--- src/rtl/pc_branch_unit_if.sv ---
// pc_branch_unit_if: control inputs and PC/trap outputs of the PC and branch-resolution stage.
interface pc_branch_unit_if;
  logic stall;
  logic branch;
  logic jal;
  logic jalr;
  logic [2:0] funct3;
  logic [31:0] imm;
  logic [31:0] alu_result;
  logic zero;
  logic blt;
  logic bge;
  logic bltu;
  logic bgeu;
  logic trap_ack;
  logic [31:0] pc;
  logic [31:0] pc_plus4;
  logic taken;
  logic misaligned;
  logic [31:0] trap_pc;
  modport master (
    output stall, branch, jal, jalr, funct3, imm, alu_result,
    output zero, blt, bge, bltu, bgeu, trap_ack,
    input pc, pc_plus4, taken, misaligned, trap_pc
  );
  modport slave (
    input stall, branch, jal, jalr, funct3, imm, alu_result,
    input zero, blt, bge, bltu, bgeu, trap_ack,
    output pc, pc_plus4, taken, misaligned, trap_pc
  );
endinterface

--- src/rtl/pc_branch_unit.sv ---
// pc_branch_unit: PC register with B-type/JAL/JALR resolution and misaligned-target trap.
module pc_branch_unit #(
  parameter logic [31:0] RESET_VECTOR = 32'h0000_0000,
  parameter logic [31:0] TRAP_VECTOR = 32'h0000_0100
) (
  input logic clk,
  input logic rst_n,
  pc_branch_unit_if.slave bus
);
  typedef enum logic {RUN, TRAP} state_t;
  state_t state;
  logic [31:0] pc_r;
  logic [31:0] trap_pc_r;
  logic misaligned_r;
  logic cond;
  logic taken;
  logic [31:0] target;
  always_comb begin
    cond = bus.funct3 == 3'b000 ? bus.zero :
           bus.funct3 == 3'b001 ? !bus.zero :
           bus.funct3 == 3'b100 ? bus.blt :
           bus.funct3 == 3'b101 ? bus.bge :
           bus.funct3 == 3'b110 ? bus.bltu :
           bus.funct3 == 3'b111 ? bus.bgeu : 1'b0;
    target = bus.jalr ? {bus.alu_result[31:1], 1'b0} :
             (bus.jal | (bus.branch & cond)) ? pc_r + bus.imm : pc_r + 32'd4;
    taken = (state == RUN) & (bus.jalr | bus.jal | (bus.branch & cond));
  end
  always_ff @(posedge clk) begin
    if (!rst_n) begin
      state <= RUN;
      pc_r <= RESET_VECTOR;
      trap_pc_r <= '0;
      misaligned_r <= 1'b0;
    end else if (state == RUN) begin
      if (!bus.stall) begin
        if (taken && target[1:0] != 2'b00) begin
          state <= TRAP;
          trap_pc_r <= pc_r;
          misaligned_r <= 1'b1;
        end else begin
          pc_r <= target;
        end
      end
    end else if (bus.trap_ack) begin
      state <= RUN;
      pc_r <= TRAP_VECTOR;
      misaligned_r <= 1'b0;
    end
  end
  assign bus.pc = pc_r;
  assign bus.pc_plus4 = pc_r + 32'd4;
  assign bus.taken = taken;
  assign bus.misaligned = misaligned_r;
  assign bus.trap_pc = trap_pc_r;
endmodule

--- src/flat_wrapper.sv ---
// flat-port wrapper written by rule: the top's interface ports become plain ports
module pc_branch_unit_flat 
#(
  parameter logic [31:0] RESET_VECTOR = 32'h0000_0000,
  parameter logic [31:0] TRAP_VECTOR = 32'h0000_0100
)
  (clk, rst_n, bus_stall, bus_branch, bus_jal, bus_jalr, bus_funct3, bus_imm, bus_alu_result, bus_zero, bus_blt, bus_bge, bus_bltu, bus_bgeu, bus_trap_ack, bus_pc, bus_pc_plus4, bus_taken, bus_misaligned, bus_trap_pc);
  pc_branch_unit_if bus_i ();
  input logic clk;
  input logic rst_n;
  input wire logic [$bits(bus_i.stall)-1:0] bus_stall;
  input wire logic [$bits(bus_i.branch)-1:0] bus_branch;
  input wire logic [$bits(bus_i.jal)-1:0] bus_jal;
  input wire logic [$bits(bus_i.jalr)-1:0] bus_jalr;
  input wire logic [$bits(bus_i.funct3)-1:0] bus_funct3;
  input wire logic [$bits(bus_i.imm)-1:0] bus_imm;
  input wire logic [$bits(bus_i.alu_result)-1:0] bus_alu_result;
  input wire logic [$bits(bus_i.zero)-1:0] bus_zero;
  input wire logic [$bits(bus_i.blt)-1:0] bus_blt;
  input wire logic [$bits(bus_i.bge)-1:0] bus_bge;
  input wire logic [$bits(bus_i.bltu)-1:0] bus_bltu;
  input wire logic [$bits(bus_i.bgeu)-1:0] bus_bgeu;
  input wire logic [$bits(bus_i.trap_ack)-1:0] bus_trap_ack;
  output wire logic [$bits(bus_i.pc)-1:0] bus_pc;
  output wire logic [$bits(bus_i.pc_plus4)-1:0] bus_pc_plus4;
  output wire logic [$bits(bus_i.taken)-1:0] bus_taken;
  output wire logic [$bits(bus_i.misaligned)-1:0] bus_misaligned;
  output wire logic [$bits(bus_i.trap_pc)-1:0] bus_trap_pc;
  assign bus_i.stall = bus_stall;
  assign bus_i.branch = bus_branch;
  assign bus_i.jal = bus_jal;
  assign bus_i.jalr = bus_jalr;
  assign bus_i.funct3 = bus_funct3;
  assign bus_i.imm = bus_imm;
  assign bus_i.alu_result = bus_alu_result;
  assign bus_i.zero = bus_zero;
  assign bus_i.blt = bus_blt;
  assign bus_i.bge = bus_bge;
  assign bus_i.bltu = bus_bltu;
  assign bus_i.bgeu = bus_bgeu;
  assign bus_i.trap_ack = bus_trap_ack;
  assign bus_pc = bus_i.pc;
  assign bus_pc_plus4 = bus_i.pc_plus4;
  assign bus_taken = bus_i.taken;
  assign bus_misaligned = bus_i.misaligned;
  assign bus_trap_pc = bus_i.trap_pc;
  pc_branch_unit #(.RESET_VECTOR(RESET_VECTOR), .TRAP_VECTOR(TRAP_VECTOR)) u_core (.clk(clk), .rst_n(rst_n), .bus(bus_i));
endmodule
--- config.mk ---
export PLATFORM = sky130hd
export DESIGN_NAME = pc_branch_unit_flat
export DESIGN_NICKNAME = d
export VERILOG_FILES = /design/src/rtl/pc_branch_unit_if.sv /design/src/rtl/pc_branch_unit.sv /design/src/flat_wrapper.sv
export SDC_FILE = /design/constraint.sdc
export NUM_CORES = 1
export LEC_CHECK = 0
export CORE_MARGIN = 2
export CORE_UTILIZATION = 47
export DETAILED_ROUTE_END_ITERATION = 12
export HOLD_SLACK_MARGIN = 0.03
export PLACE_DENSITY_LB_ADDON = 0.25
export SLEW_MARGIN = 20
export SYNTH_ARGS = -nofsm -noshare
export SYNTH_HDL_FRONTEND = slang
export SYNTH_SLANG_ARGS = --single-unit
--- constraint.sdc ---
create_clock -name clk -period 3.31 [get_ports clk]
set_input_delay 0.4965 -clock clk [delete_from_list [all_inputs] [get_ports clk]]
set_output_delay 0.4965 -clock clk [all_outputs]
set_load 0.02 [all_outputs]
==> impl_metrics.csv <==
group,metric,value,unit
cells_and_area,nNetsFinal,1038,
setup_path,endpoint,"bus_pc_plus4[31]",
yosys,synth_cell_type_count,68,
clocking,ctsHoldBuffers,0,
setup_path,critPathMaxFanout,5,
sta,post-route-period-util,98.3,%
drt,wl_per_cell,18.6,um
setup_path,rr_endpoint,"u_core.bus.pc[23]$_SDFFE_PN0P_",
global_routing,first_global_vias,6208,
sta,skew,0.00918,ns
setup_path,regToRegSetupSlack,0.36,ns
sta,rsz0062_at_grt,"true",
drt,first_pass_iters,6,
placed_design,port_buffers,175,
yosys,synth_top_area_share,24.4,%
placed_design,dp_slack,-0.0971,ns
global_routing,overflow,0,
sta,hold_violations,0,
drt,dr_total_vias,6413,
die,die_h,111,um
global_routing,grt.total_usage,31.1,%
power_and_ir_drop,powerDensity,409,nW/um^2
clocking,clk_latency,0.34,ns
die,initial_core_util,47.9,%
clocking,clockBufferDepth,2,
setup_path,critPathLaunch,"u_core.bus.pc[10]$_SDFFE_PN0P_",
cells_and_area,drive_gt1_share,9.57,%
global_routing,antenna_found_initial,0,
drt,ant_nets,0,
placed_design,dpl.hpwl,15.4,mm
power_and_ir_drop,p_total,3.21,mW
sta,finalSetupViolCount,0,
sta,slew_headroom,58.0,%
cells_and_area,most-common-layout-cells,"171 x clkdlybuf4s50_1, 111 x nand2_1, 81 x o21ai_0",
drt,vias_per_cell,5.98,
setup_path,arrival,2.76,ns
sta,worst_pin_slew,0.628,ns
yosys,async_reset_ff_share,0,%
clocking,cts_tree,"done",
clocking,cts.sinks,66,
yosys,syn-num-nets,847,
clocking,htree_num_levels,3,
yosys,yosysTopAreaCell,"dfxtp_1",
clocking,path_clk_slew,0.06,ns
sta,period_needed,3.25,ns
worst_hold_path,hp-class,"reg2reg",
yosys,synth_cells,735,
cells_and_area,final-seq-area,1330,sq um
die,io_pins,177,
global_routing,grt_max_degree,43,
drt,wl,20.0,mm
yosys,synth-edff-count,0,
setup_path,crit_path_start_kind,"flip-flop",
yosys,yosys_warnings,0,
clocking,cts_root_buf,"clkbuf_16",
die,num_rows,39,
run,maxCapViolCount,0,
yosys,synth.area.top_cells,"dfxtp_1 24%, nand2_1 7.7%, o21ai_0 7.5%, ha_1 7.4%, xnor2_1 5.2%",
setup_path,worstReg2RegStart,"u_core.bus.pc[6]$_SDFFE_PN0P_",
yosys,avgSynthCellArea,7.38,sq um
power_and_ir_drop,leakage,3.12,nW
run_status,status,"complete, no violations",
die,dieArea,12400,sq um
drt,drc,0,
yosys,synth_flop_cell,"dfxtp_1",
setup_path,rr_worst_depth,10,
global_routing,grt_pass1_wl,31.3,mm
yosys,ys_seq_area_share,24.4,%
cells_and_area,multi_input_comb_area,3830,sq um
die,die_w,111,um
drt,drt_iter0_drc,594,
yosys,ys_ff_latch,66,
setup_path,critPathCaptureType,"output pin",
cells_and_area,diodes,0,
cells_and_area,final_common_cell,"clkdlybuf4s50_1",
cells_and_area,syn_to_final_growth,44.6,%
setup_path,path_class,"reg2out",
placed_design,gp_congestion,0.944,
sta,worst_slack,0.0561,ns
clocking,cts_buffers,9,
yosys,syn_area,5420,sq um
setup_path,cp.required,2.81,ns
sta,fmax,307,MHz
cells_and_area,fill_cells,921,
power_and_ir_drop,ir_worst_vdd,262,uV
sta,drv_slew,0,
die,coreArea,11300,sq um
==> critical path: stages (launching register included) <==
cell and delay, ns:
dfxtp_1 0.47, and4_1 0.28, nand4_1 0.32, nor4_1 0.40
xor2_1 0.27, clkdlybuf4s50_1 0.67
==> synthesized netlist by cell type, types with 10 or more instances <==
cell type / n
nor3_1: 10
o21ai_0: 81
xor2_1: 18
nor2_1: 52
nand4_1: 13
a21o_1: 13
xnor2_1: 32
clkbuf_1: 24
dfxtp_1: 66
a21oi_1: 51
inv_1: 23
ha_1: 32
nand2_1: 111
nand3_1: 48
==> layer usage <==
metal  vias up  share of wire [%]  track usage, %
li1       3049                  -               -
met1      2969                 43            41.3
met2       339                 45            50.7
met4         0                3.5            11.4
met3        56                8.1            5.82
met5         -                  0               0
==> flip-flops by register name, summed over array words and instances (netlist names) <==
register and count:
u_core.state 1, u_core.bus.trap_pc 32, u_core.bus.pc 32, u_core.bus.misaligned 1
==> metrics by stage <==
step                      hold slack (ns)  utilization [%]  std cells  TNS (ns)  instance area [sq um]
after floorplan                     0.527                -        735         0                   5420
after global placement              0.439             66.1       1057   -0.0504                   7480
after detailed placement            0.446             66.1       1057    -0.212                   7480
after CTS                           0.453             69.0       1072         0                   7820
after global routing                0.474             69.2       1073   -0.0267                   7840
final                               0.450             69.2       1073         0                   7840
==> power breakdown <==
group	switching (mW)	internal, mW	total (mW)
sequential	0.0634	0.844	0.908
clock	0.370	0.732	1.10
combinational	0.665	0.533	1.20
==> kinds of logic (layout without fill, tap and decap cells) <==
group / count (synthesis) / in the layout / synth area share (%)
flip-flops: 66 / 66 / 24.4
buffers and inverters: 62 / 257 / 5.05
adder cells (fa/ha/maj): 33 / 33 / 7.75
XOR/XNOR: 50 / 50 / 8.08
AO/OA/AOI/OAI: 230 / 230 / 27.6
multiplexers: 11 / 11 / 2.26
AND/OR/NAND/NOR: 283 / 283 / 24.9
==> worst min path at each step <==
stage / cells past startpoint / slack (ns) / startpoint / to
6_report: 2 / 0.45 / u_core.bus.trap_pc[24]$_SDFFE_PN0P_ / u_core.bus.trap_pc[24]$_SDFFE_PN0P_
5_1_grt: 2 / 0.47 / u_core.bus.trap_pc[8]$_SDFFE_PN0P_ / u_core.bus.trap_pc[8]$_SDFFE_PN0P_
4_1_cts: 2 / 0.45 / u_core.bus.trap_pc[24]$_SDFFE_PN0P_ / u_core.bus.trap_pc[24]$_SDFFE_PN0P_
3_5_place_dp: 2 / 0.45 / u_core.bus.trap_pc[24]$_SDFFE_PN0P_ / u_core.bus.trap_pc[24]$_SDFFE_PN0P_
3_3_place_gp: 2 / 0.44 / u_core.bus.trap_pc[25]$_SDFFE_PN0P_ / u_core.bus.trap_pc[25]$_SDFFE_PN0P_
2_1_floorplan: 2 / 0.53 / u_core.bus.trap_pc[24]$_SDFFE_PN0P_ / u_core.bus.trap_pc[24]$_SDFFE_PN0P_
==> area by class of cell <==
type,instances,area share [%]
multi-input cells,607,48.9
flip-flops and latches,66,16.9
well taps,143,2.28
inverters,23,1.10
repair buffers,219,26.5
clock inverters,5,1.33
clock buffers,10,2.92
==> what timing repair did <==
| item | CTS | global route |
|---|---|---|
| buffers inserted | 0 | 1 |
| setup endpoints to repair | 3 | 9 |
| pin swaps | 1 | 1 |
| resized for setup | 2 | 5 |
Power figures use the tool's default switching activity.
